==> src/rtl/axi_pkg.sv <==
// Shared types and widths for the two-requester AXI-lite style request arbiter.
package axi_pkg;

   localparam int unsigned ADDR_W = 4;
   localparam int unsigned DATA_W = 4;
   localparam int unsigned NREQ   = 2;

   typedef enum logic [2:0] {
      ST_IDLE,
      ST_RD_ADDR,
      ST_RD_DATA,
      ST_WR,
      ST_DONE
   } state_e;

   typedef struct packed {
      logic              we;
      logic [ADDR_W-1:0] addr;
      logic [DATA_W-1:0] wdata;
   } txn_t;

   function automatic logic [NREQ-1:0] idx2onehot(input logic idx);
      return idx ? 2'b10 : 2'b01;
   endfunction

endpackage

==> src/rtl/rr_arb2.sv <==
// Two-way round-robin grant: on a tie the requester not granted last wins.
module rr_arb2 (
   input  logic [1:0] req_i,
   input  logic       last_i,
   input  logic       upd_i,
   output logic [1:0] gnt_c
);

   always_comb begin
      gnt_c = 2'b00;
      if (upd_i) begin
         case (req_i)
            2'b01:   gnt_c = 2'b01;
            2'b10:   gnt_c = 2'b10;
            2'b11:   gnt_c = last_i ? 2'b01 : 2'b10;
            default: gnt_c = 2'b00;
         endcase
      end
   end

endmodule

==> src/rtl/axi_req_arbiter.sv <==
// Arbitrates two requesters onto a single AXI-lite style master port with a
// per-phase slave-wait timeout. All outputs come straight from flops.
module axi_req_arbiter
   import axi_pkg::*;
#(
   parameter int unsigned TO_CYCLES = 16
) (
   input  logic                     clk,
   input  logic                     rst_n,
   input  logic [NREQ-1:0]          req,
   input  logic [NREQ-1:0]          we,
   input  logic [NREQ*ADDR_W-1:0]   addr,
   input  logic [NREQ*DATA_W-1:0]   wdata,
   output logic [NREQ-1:0]          done,
   output logic                     err,
   output logic [DATA_W-1:0]        rdata,
   output logic                     ms_arvalid,
   output logic [ADDR_W-1:0]        ms_araddr,
   input  logic                     sm_arready,
   output logic                     ms_rready,
   input  logic                     sm_rvalid,
   input  logic [DATA_W-1:0]        sm_rdata,
   output logic                     ms_awvalid,
   output logic [ADDR_W-1:0]        ms_awaddr,
   input  logic                     sm_awready,
   output logic                     ms_wvalid,
   output logic [DATA_W-1:0]        ms_wdata,
   input  logic                     sm_wready
);

   localparam int unsigned CNT_W = $clog2(TO_CYCLES + 2);

   state_e            state_q, state_d;
   txn_t              txn_q, txn_d;
   logic              gnt_q, gnt_d;
   logic              last_q, last_d;
   logic [CNT_W-1:0]  cnt_q, cnt_d;
   logic              arvalid_q, arvalid_d;
   logic              rready_q, rready_d;
   logic              awvalid_q, awvalid_d;
   logic              wvalid_q, wvalid_d;
   logic [NREQ-1:0]   done_q, done_d;
   logic              err_q, err_d;
   logic [DATA_W-1:0] rdata_q, rdata_d;

   logic [1:0]        gnt_c;
   logic [CNT_W-1:0]  cnt_inc;
   logic              to_hit;

   assign cnt_inc = cnt_q + CNT_W'(1);
   assign to_hit  = (TO_CYCLES != 0) && (32'(cnt_inc) == TO_CYCLES);

   rr_arb2 u_arb (
      .req_i  (req),
      .last_i (last_q),
      .upd_i  (state_q == ST_IDLE),
      .gnt_c  (gnt_c)
   );

   // Next-state and registered-output decode
   always_comb begin
      state_d   = state_q;
      txn_d     = txn_q;
      gnt_d     = gnt_q;
      last_d    = last_q;
      cnt_d     = cnt_q;
      arvalid_d = 1'b0;
      rready_d  = 1'b0;
      awvalid_d = 1'b0;
      wvalid_d  = 1'b0;
      done_d    = '0;
      err_d     = 1'b0;
      rdata_d   = rdata_q;

      case (state_q)
         ST_IDLE: begin
            if (|gnt_c) begin
               gnt_d       = gnt_c[1];
               last_d      = gnt_c[1];
               txn_d.we    = we[gnt_c[1]];
               txn_d.addr  = gnt_c[1] ? addr[2*ADDR_W-1:ADDR_W]   : addr[ADDR_W-1:0];
               txn_d.wdata = gnt_c[1] ? wdata[2*DATA_W-1:DATA_W] : wdata[DATA_W-1:0];
               cnt_d       = '0;
               if (we[gnt_c[1]]) begin
                  state_d   = ST_WR;
                  awvalid_d = 1'b1;
                  wvalid_d  = 1'b1;
               end else begin
                  state_d   = ST_RD_ADDR;
                  arvalid_d = 1'b1;
               end
            end
         end
         ST_RD_ADDR: begin
            if (sm_arready) begin
               state_d  = ST_RD_DATA;
               rready_d = 1'b1;
               cnt_d    = '0;
            end else if (to_hit) begin
               state_d = ST_DONE;
               done_d  = idx2onehot(gnt_q);
               err_d   = 1'b1;
            end else begin
               arvalid_d = 1'b1;
               cnt_d     = cnt_inc;
            end
         end
         ST_RD_DATA: begin
            if (sm_rvalid) begin
               if (!txn_q.we) rdata_d = sm_rdata;
               state_d = ST_DONE;
               done_d  = idx2onehot(gnt_q);
            end else if (to_hit) begin
               state_d = ST_DONE;
               done_d  = idx2onehot(gnt_q);
               err_d   = 1'b1;
            end else begin
               rready_d = 1'b1;
               cnt_d    = cnt_inc;
            end
         end
         ST_WR: begin
            // each valid falls the cycle after its own handshake
            awvalid_d = awvalid_q & ~sm_awready;
            wvalid_d  = wvalid_q & ~sm_wready;
            if (!awvalid_q && !wvalid_q) begin
               state_d = ST_DONE;
               done_d  = idx2onehot(gnt_q);
            end else if (to_hit && (awvalid_d || wvalid_d)) begin
               state_d   = ST_DONE;
               done_d    = idx2onehot(gnt_q);
               err_d     = 1'b1;
               awvalid_d = 1'b0;
               wvalid_d  = 1'b0;
            end else begin
               cnt_d = cnt_inc;
            end
         end
         ST_DONE: begin
            state_d = ST_IDLE;
         end
         default: begin
            state_d = ST_IDLE;
         end
      endcase
   end

   always_ff @(posedge clk or negedge rst_n) begin
      if (!rst_n) begin
         state_q   <= ST_IDLE;
         txn_q     <= '0;
         gnt_q     <= 1'b0;
         last_q    <= 1'b1;
         cnt_q     <= '0;
         arvalid_q <= 1'b0;
         rready_q  <= 1'b0;
         awvalid_q <= 1'b0;
         wvalid_q  <= 1'b0;
         done_q    <= '0;
         err_q     <= 1'b0;
         rdata_q   <= '0;
      end else begin
         state_q   <= state_d;
         txn_q     <= txn_d;
         gnt_q     <= gnt_d;
         last_q    <= last_d;
         cnt_q     <= cnt_d;
         arvalid_q <= arvalid_d;
         rready_q  <= rready_d;
         awvalid_q <= awvalid_d;
         wvalid_q  <= wvalid_d;
         done_q    <= done_d;
         err_q     <= err_d;
         rdata_q   <= rdata_d;
      end
   end

   assign done       = done_q;
   assign err        = err_q;
   assign rdata      = rdata_q;
   assign ms_arvalid = arvalid_q;
   assign ms_araddr  = txn_q.addr;
   assign ms_rready  = rready_q;
   assign ms_awvalid = awvalid_q;
   assign ms_awaddr  = txn_q.addr;
   assign ms_wvalid  = wvalid_q;
   assign ms_wdata   = txn_q.wdata;

endmodule

==> config.mk <==
export PLATFORM = sky130hd
export DESIGN_NAME = axi_req_arbiter
export DESIGN_NICKNAME = d
export VERILOG_FILES = /design/src/rtl/axi_pkg.sv /design/src/rtl/rr_arb2.sv /design/src/rtl/axi_req_arbiter.sv
export SDC_FILE = /design/constraint.sdc
export NUM_CORES = 1
export LEC_CHECK = 0
export BUFFER_PORTS_ARGS = -buffer_cell sky130_fd_sc_hd__clkbuf_2
export CORE_MARGIN = 4
export CORE_UTILIZATION = 54
export DETAILED_ROUTE_END_ITERATION = 16
export HOLD_SLACK_MARGIN = 0.05
export PLACE_DENSITY = 0.95
export SLEW_MARGIN = 25
export SYNTH_ARGS = -nofsm -noshare
export SYNTH_HDL_FRONTEND = slang
export SYNTH_SLANG_ARGS = --single-unit
==> constraint.sdc <==
create_clock -name clk -period 4.5 [get_ports clk]
set_input_delay 0.225 -clock clk [delete_from_list [all_inputs] [get_ports clk]]
set_output_delay 0.225 -clock clk [all_outputs]
set_load 0.01 [all_outputs]
### Word-level counts from Yosys, hierarchy flattened

Cells that the tools add are included.

| storage, ports and cells | value |
|---|---|
| bits in registers | 30 |
| bits of input ports | 30 |
| output and inout bits | 23 |

| cells by class | value |
|---|---|
| $add $sub $neg | 1 |
| order comparisons | 1 |
| equal/unequal tests | 12 |
| mux-type cells | 51 |
| bitwise gates (word level) | 5 |
| reductions and logical operators | 12 |

Operator list:

| operator | count |
|---|---|
| $mux W5 | 6 |
| $pmux W5 S4 | 1 |
| $mux W1 | 19 |
| $mux W2 | 9 |
| $mux W3 | 6 |
| $pmux W2 S3 | 2 |
| $pmux W3 S4 | 1 |
| $mux W4 | 2 |
| $ne A2 B2 Y1 const B | 4 |
| $pmux W1 S2 | 4 |
| $eq A3 B2 Y1 const B | 2 |
| $add A5 B1 Y5 const B | 1 |
| $eq A5 B5 Y1 const B | 1 |
| $reduce_and A5 Y1 | 1 |
| $eq A2 B2 Y1 const B | 2 |
| $reduce_and A2 Y1 | 2 |
| $reduce_bool A4 Y1 | 1 |
| $eq A3 B1 Y1 const B | 1 |
| $logic_not A3 Y1 | 1 |
| $ne A3 B3 Y1 const B | 1 |
| $not A1 Y1 | 3 |
| $pmux W1 S3 | 1 |
| $reduce_and A3 Y1 | 1 |
| $and A1 B1 Y1 | 2 |
| other kinds (6) | 8 |

### Depth between registers and ports, before layout

| depth | value |
|---|---|
| word-level depth | 8 |
| depth in mapped cells | 7 |
| mapped depth without buffers | 5 |

### By module

A second synthesis with hierarchy kept.

| unflattened totals | value |
|---|---|
| cell total of the unflattened synthesis | 165 |
| area, all modules | 1640.3 µm² |

Modules (own cells, without submodules):

| module | times used | cells each | area an instance (µm²) |
|---|---|---|---|
| axi_req_arbiter | 1 | 160 | 1619.1 |
| rr_arb2 | 1 | 5 | 21.3 |

### Worst setup path before layout

Ideal clock, no wire load.

| timing path | value |
|---|---|
| kind | flip-flop to flip-flop |
| start point | register state_q[2] |
| end point | register rdata_q[0] (netlist: rdata[0]) |
| library setup time | 0.125 ns |
| data arrival time | 1.330 ns |
| required time | 4.375 ns |
| path slack | 3.045 ns |
| cell stages (with the launch flop) | 6 |
| buffers on the path | 1 |
| period minus slack after synthesis | 1.455 ns |
| path through | dfrtp_1 buf_6 and2b_1 nand2_1 nor2_1 mux2_2 |

| between the ends | value |
|---|---|
| cells in the longest elaborated chain, start to end | 2 |

Ends and longest elaborated chain:

| element | RTL line | text |
|---|---|---|
| from (decl) | axi_req_arbiter.sv:33 | `state_e state_q, state_d;` |
| from (signal assigned) | axi_req_arbiter.sv:163 | `state_q <= state_d;` |
| $eq A3 B2 Y1 | axi_req_arbiter.sv:75 | `case (state_q)` |
| $reduce_and A3 Y1 (no line) | -- |  |
| to (signal assigned) | axi_req_arbiter.sv:174 | `rdata_q <= rdata_d;` |
| to (decl) | axi_req_arbiter.sv:44 | `logic [DATA_W-1:0] rdata_q, rdata_d;` |

No other way between the ends.
A chain may end at the register's enable or synchronous reset.

### Worst setup path after layout

| timing path | value |
|---|---|
| start point | register state_q[0] |
| end point | register state_q[1] |

| between the ends | value |
|---|---|
| cells in the longest elaborated chain, start to end | 7 |
| elaborated cells between the ends (all ways) | 14 |

Ends and longest elaborated chain:

| element | RTL line | text |
|---|---|---|
| $logic_not A3 Y1 | axi_req_arbiter.sv:56, axi_req_arbiter.sv:75 |  |
| $mux W2 | rr_arb2.sv:11 | `if (upd_i) begin` |
| $mux W1 (not written as such) (2 in series) | axi_req_arbiter.sv:84 | `if (we[gnt_c[1]]) begin` |
| $mux W2 | axi_req_arbiter.sv:84 |  |
| $mux W3 | axi_req_arbiter.sv:77 | `if (\|gnt_c) begin` |
| $pmux W3 S4 | axi_req_arbiter.sv:75 |  |

Parallel ways exist; a longest one is shown, timed or not. The select of a mux whose other input is x is not followed.

==> summary.md <==
| Metric | Value |
|---|---|
| Result of the run | complete, no violations |
| Simple-gate portion of the synthesized area | 0.173 |
| Aggregate routed wire length | 3440 um |
| Post-route fraction of the period consumed by the critical path | 0.435 |
| Clock skew | approximately 0.0067 ns |
| Async set-or-reset flop fraction in the synthesized netlist | 1.00 |
| Worst ir drop on vdd | roughly 0.3 mV |
| Clk root buf | sky130_fd_sc_hd__clkbuf_4 |
| Maximum clock frequency | roughly 0.51 GHz |
| Initial DRT Pass Iterations | 4 |
| Top cells by area in the synthesized netlist | sky130_fd_sc_hd__dfrtp_1 44%, sky130_fd_sc_hd__buf_4 5.9%, sky130_fd_sc_hd__mux2i_1 5.4%, sky130_fd_sc_hd__nand2_1 4.5%, sky130_fd_sc_hd__o21ai_0 3.6% |
| Cell Area, Synth | about 1700 um^2 |
| Setup repair after global routing missed its margin | no |
| Maximum fanout along the worst path | 13 |
| Placed cell areas | roughly 1800 um^2 |
| Initial antenna violation count | 0 |
| Leakage dissipation | 0.968 nW |
| Startpoint type of the worst setup path | register |
| Routed Antenna Nets | 0 |
| Number of storage elements in the synthesis netlist | 30 |
| Max H-tree Level | 2 |
| # setup viols final | 0 |
| Sequential element share of the synthesized area | 0.453 |
| Max-slew violation count | 0 |
| Fraction of the mapped netlist area in compound gates | 0.185 |
| Number of global-route vias before repair | ~1300 |
| Least-Margin Pin Slew | ~0.73 ns |
| Horiz. Die Dim | between 60 and 70 um |
| Netlist cell types | 45 |
| Main flop type after synthesis | sky130_fd_sc_hd__dfrtp_1 |
| CTS tree | built |
| Hold slack final | ~0.13 ns |
| Final GP Congestion | 0.899 |
| HP Class | input port to register |
| Final setup slack of the worst path | about 2.5 ns |
| Cell area after layout | between 1500 and 2000 um^2 |
| Worst slack at placement | 2.57 ns |
| Count of buffers from port buffering | 52 |
| Per-cell routed wire length | 15.3 um |
| Detailed placer's ending HPWL | about 2500 um |
| Clock latency of the later-clocked register in the worst-skew pair | 0.33 ns |
| Starting Density | 0.582 |
| Core outline area | 2850 um^2 |
| Layout cell share with drive strength beyond 1 | 0.407 |
| Worst Setup End Kind | register |
| Post-route minimum period | ~2.0 ns |
| Main combinational cell family by area after synthesis | compound AO/OA/AOI/OAI gates |
| Clock-pin transition on the worst setup and hold timing paths | around 0.09 ns |
| Final setup TNS | 0 ns |
| CTS Sinks | 30 |
| Critical path required time | about 4.7 ns |
| Most frequent cell after synthesis | sky130_fd_sc_hd__dfrtp_1 |
| I/O pin count | 53 |
| Area delta synth->final | 13.5% |
| Count of inserted antenna diode cells | 0 |
| Total power per unit cell area | around 650 nW/um^2 |
| Largest net degree at the start of global routing | 31 |
| GR Util All Layers | 0.184 |
| Average cell area after synthesis | between 10 and 15 um^2 |
| Headroom to the max-slew limit | 0.514 |
| Synthesized netlist cell count | 151 |
| Average vias per placed instance | 5.68 |
| Fraction of the core area covered by cells at the end of the flow | 0.660 |
| Type of the worst setup path | register to register |
| Placement row count | 19 |
| Post CTS Setup Buffer Count | 0 |
| Wire length of the first global-routing pass | roughly 5700 um |
| Detailed router's first-iteration violation count | a little under 70 |
| Number of warnings reported in the yosys synthesis log | 0 |
| Overflow left after global routing | 0 |
| Data arrival, critical path | roughly 2.2 ns |
| Count of instances resized after the clock tree is built | 0 |
| Number of design rule violations left after detail routing | 0 |
| Number of failing hold endpoints at the final stage | 0 |
| Max-Cap Viols | 0 |
| Clock buffers created by TritonCTS | 5 |
| Total die area | 4020 um^2 |
| Post-synthesis share of cell area spent on xor and xnor gates | 0 |
| Most instantiated cells after synthesis | 29 x sky130_fd_sc_hd__dfrtp_1, 20 x sky130_fd_sc_hd__nand2_1, 13 x sky130_fd_sc_hd__buf_4 |
| Number of enable-type register cells in the synthesized netlist | 0 |
| Multiplexer area fraction after synthesis | 0.0882 |
| Cell type with the largest total area after synthesis | sky130_fd_sc_hd__dfrtp_1 |
| Adder-cell share of the synthesized area | 0.00754 |
| CTS Buffer Depth | 2 |
| Hold-fix buffer count after cts | 1 |
| Post-layout net count | roughly 220 |
| Net count of the mapped netlist | 182 |
| Die Height | 63.4 um |
| Via Count | around 1300 |
| Area fraction of the dominant cell type after synthesis | 0.437 |
==> logic make-up (layout without fill, tap and decap cells) <==
| family | Yosys count | count (layout) |
|---|---|---|
| mux | 14 | 14 |
| fa+ha+maj | 1 | 1 |
| compound gates | 35 | 35 |
| simple gates | 51 | 51 |
| flops | 30 | 30 |
| buf+inv | 20 | 63 |
==> routing by layer <==
metal  GRT usage  up-vias  routed length, um  share of wire
met5           0        -                  0              0
met4      0.0701        0                 53          0.015
met3      0.0657        7                280          0.081
met2       0.299       65               1720           0.50
met1       0.222      599               1380           0.40
li1            -      607                  -              -
==> sequential cells by signal (all words and copies together), names as in the netlist, 2 cells and up <==
name / flops
ms_araddr: 4
cnt_q: 5
done: 2
rdata: 4
ms_wdata: 4
state_q: 3
==> final timing paths <==
| kind | cells past startpoint | from | slack, ns | end |
|---|---|---|---|---|
| min in group asynchronous | 2 | rst_n | 0.48 | ms_araddr[3]$_DFFE_PN0P_ |
| hold / removal | 2 | sm_rdata[1] | 0.13 | rdata[1]$_DFFE_PN0P_ |
| setup reg to reg | 5 | state_q[0]$_DFFE_PN0P_ | 2.54 | state_q[1]$_DFFE_PN0P_ |
| hold reg to reg | 2 | last_q$_DFFE_PN1P_ | 0.47 | last_q$_DFFE_PN1P_ |
| setup / recovery | 5 | state_q[0]$_DFFE_PN0P_ | 2.54 | state_q[1]$_DFFE_PN0P_ |
| max in group asynchronous | 2 | rst_n | 3.56 | err$_DFF_PN0_ |
==> stage by stage <==
stage | std cells | total power, mW
5_1_grt | 225 | 1.33
2_1_floorplan | 151 | 0.990
3_3_place_gp | 216 | 1.04
4_1_cts | 225 | 1.24
6_report | 225 | 1.23
3_5_place_dp | 216 | 1.06
==> worst max-delay path: stages, from the launching register on <==
cell and delay [ns]:
sky130_fd_sc_hd__dfrtp_1 0.59, sky130_fd_sc_hd__nor3_4 0.25, sky130_fd_sc_hd__nand3_2 0.34, sky130_fd_sc_hd__mux2i_1 0.32, sky130_fd_sc_hd__nand2b_1 0.22, sky130_fd_sc_hd__o211ai_1 0.11
==> cell usage in the layout (no fill, tap or decap), types with 2 or more instances in the layout <==
cell                       count
sky130_fd_sc_hd__mux2i_1       9
sky130_fd_sc_hd__dfrtp_1      29
sky130_fd_sc_hd__and2b_1       3
sky130_fd_sc_hd__nand2_1      20
sky130_fd_sc_hd__inv_1         2
sky130_fd_sc_hd__o21ai_0      11
sky130_fd_sc_hd__clkbuf_4      5
sky130_fd_sc_hd__clkbuf_1      2
sky130_fd_sc_hd__a22o_1        2
sky130_fd_sc_hd__nor2_1        7
sky130_fd_sc_hd__o21ai_2       2
sky130_fd_sc_hd__and2_1        2
sky130_fd_sc_hd__a21oi_1       4
sky130_fd_sc_hd__mux2_2        5
sky130_fd_sc_hd__nor3_1        2
sky130_fd_sc_hd__nand3_1       3
sky130_fd_sc_hd__clkbuf_2     52
sky130_fd_sc_hd__nand2b_1      4
sky130_fd_sc_hd__and3_2        2
==> report_power, final <==
group	leakage, nW	internal [mW]	total [mW]	switching [mW]
Clock	0.0326	0.0770	0.165	0.0876
Sequential	0.383	0.381	0.492	0.111
Combinational	0.553	0.255	0.572	0.317
==> final cells by class <==
cell class	count	area, um^2
Clock buffer	8	58.8
Sequential cell	30	752
Multi-Input combinational cell	101	756
Fill cell	223	970
Tap cell	31	38.8
Timing Repair Buffer	53	270
Inverter	2	7.51
Power figures use the tool's default switching activity.
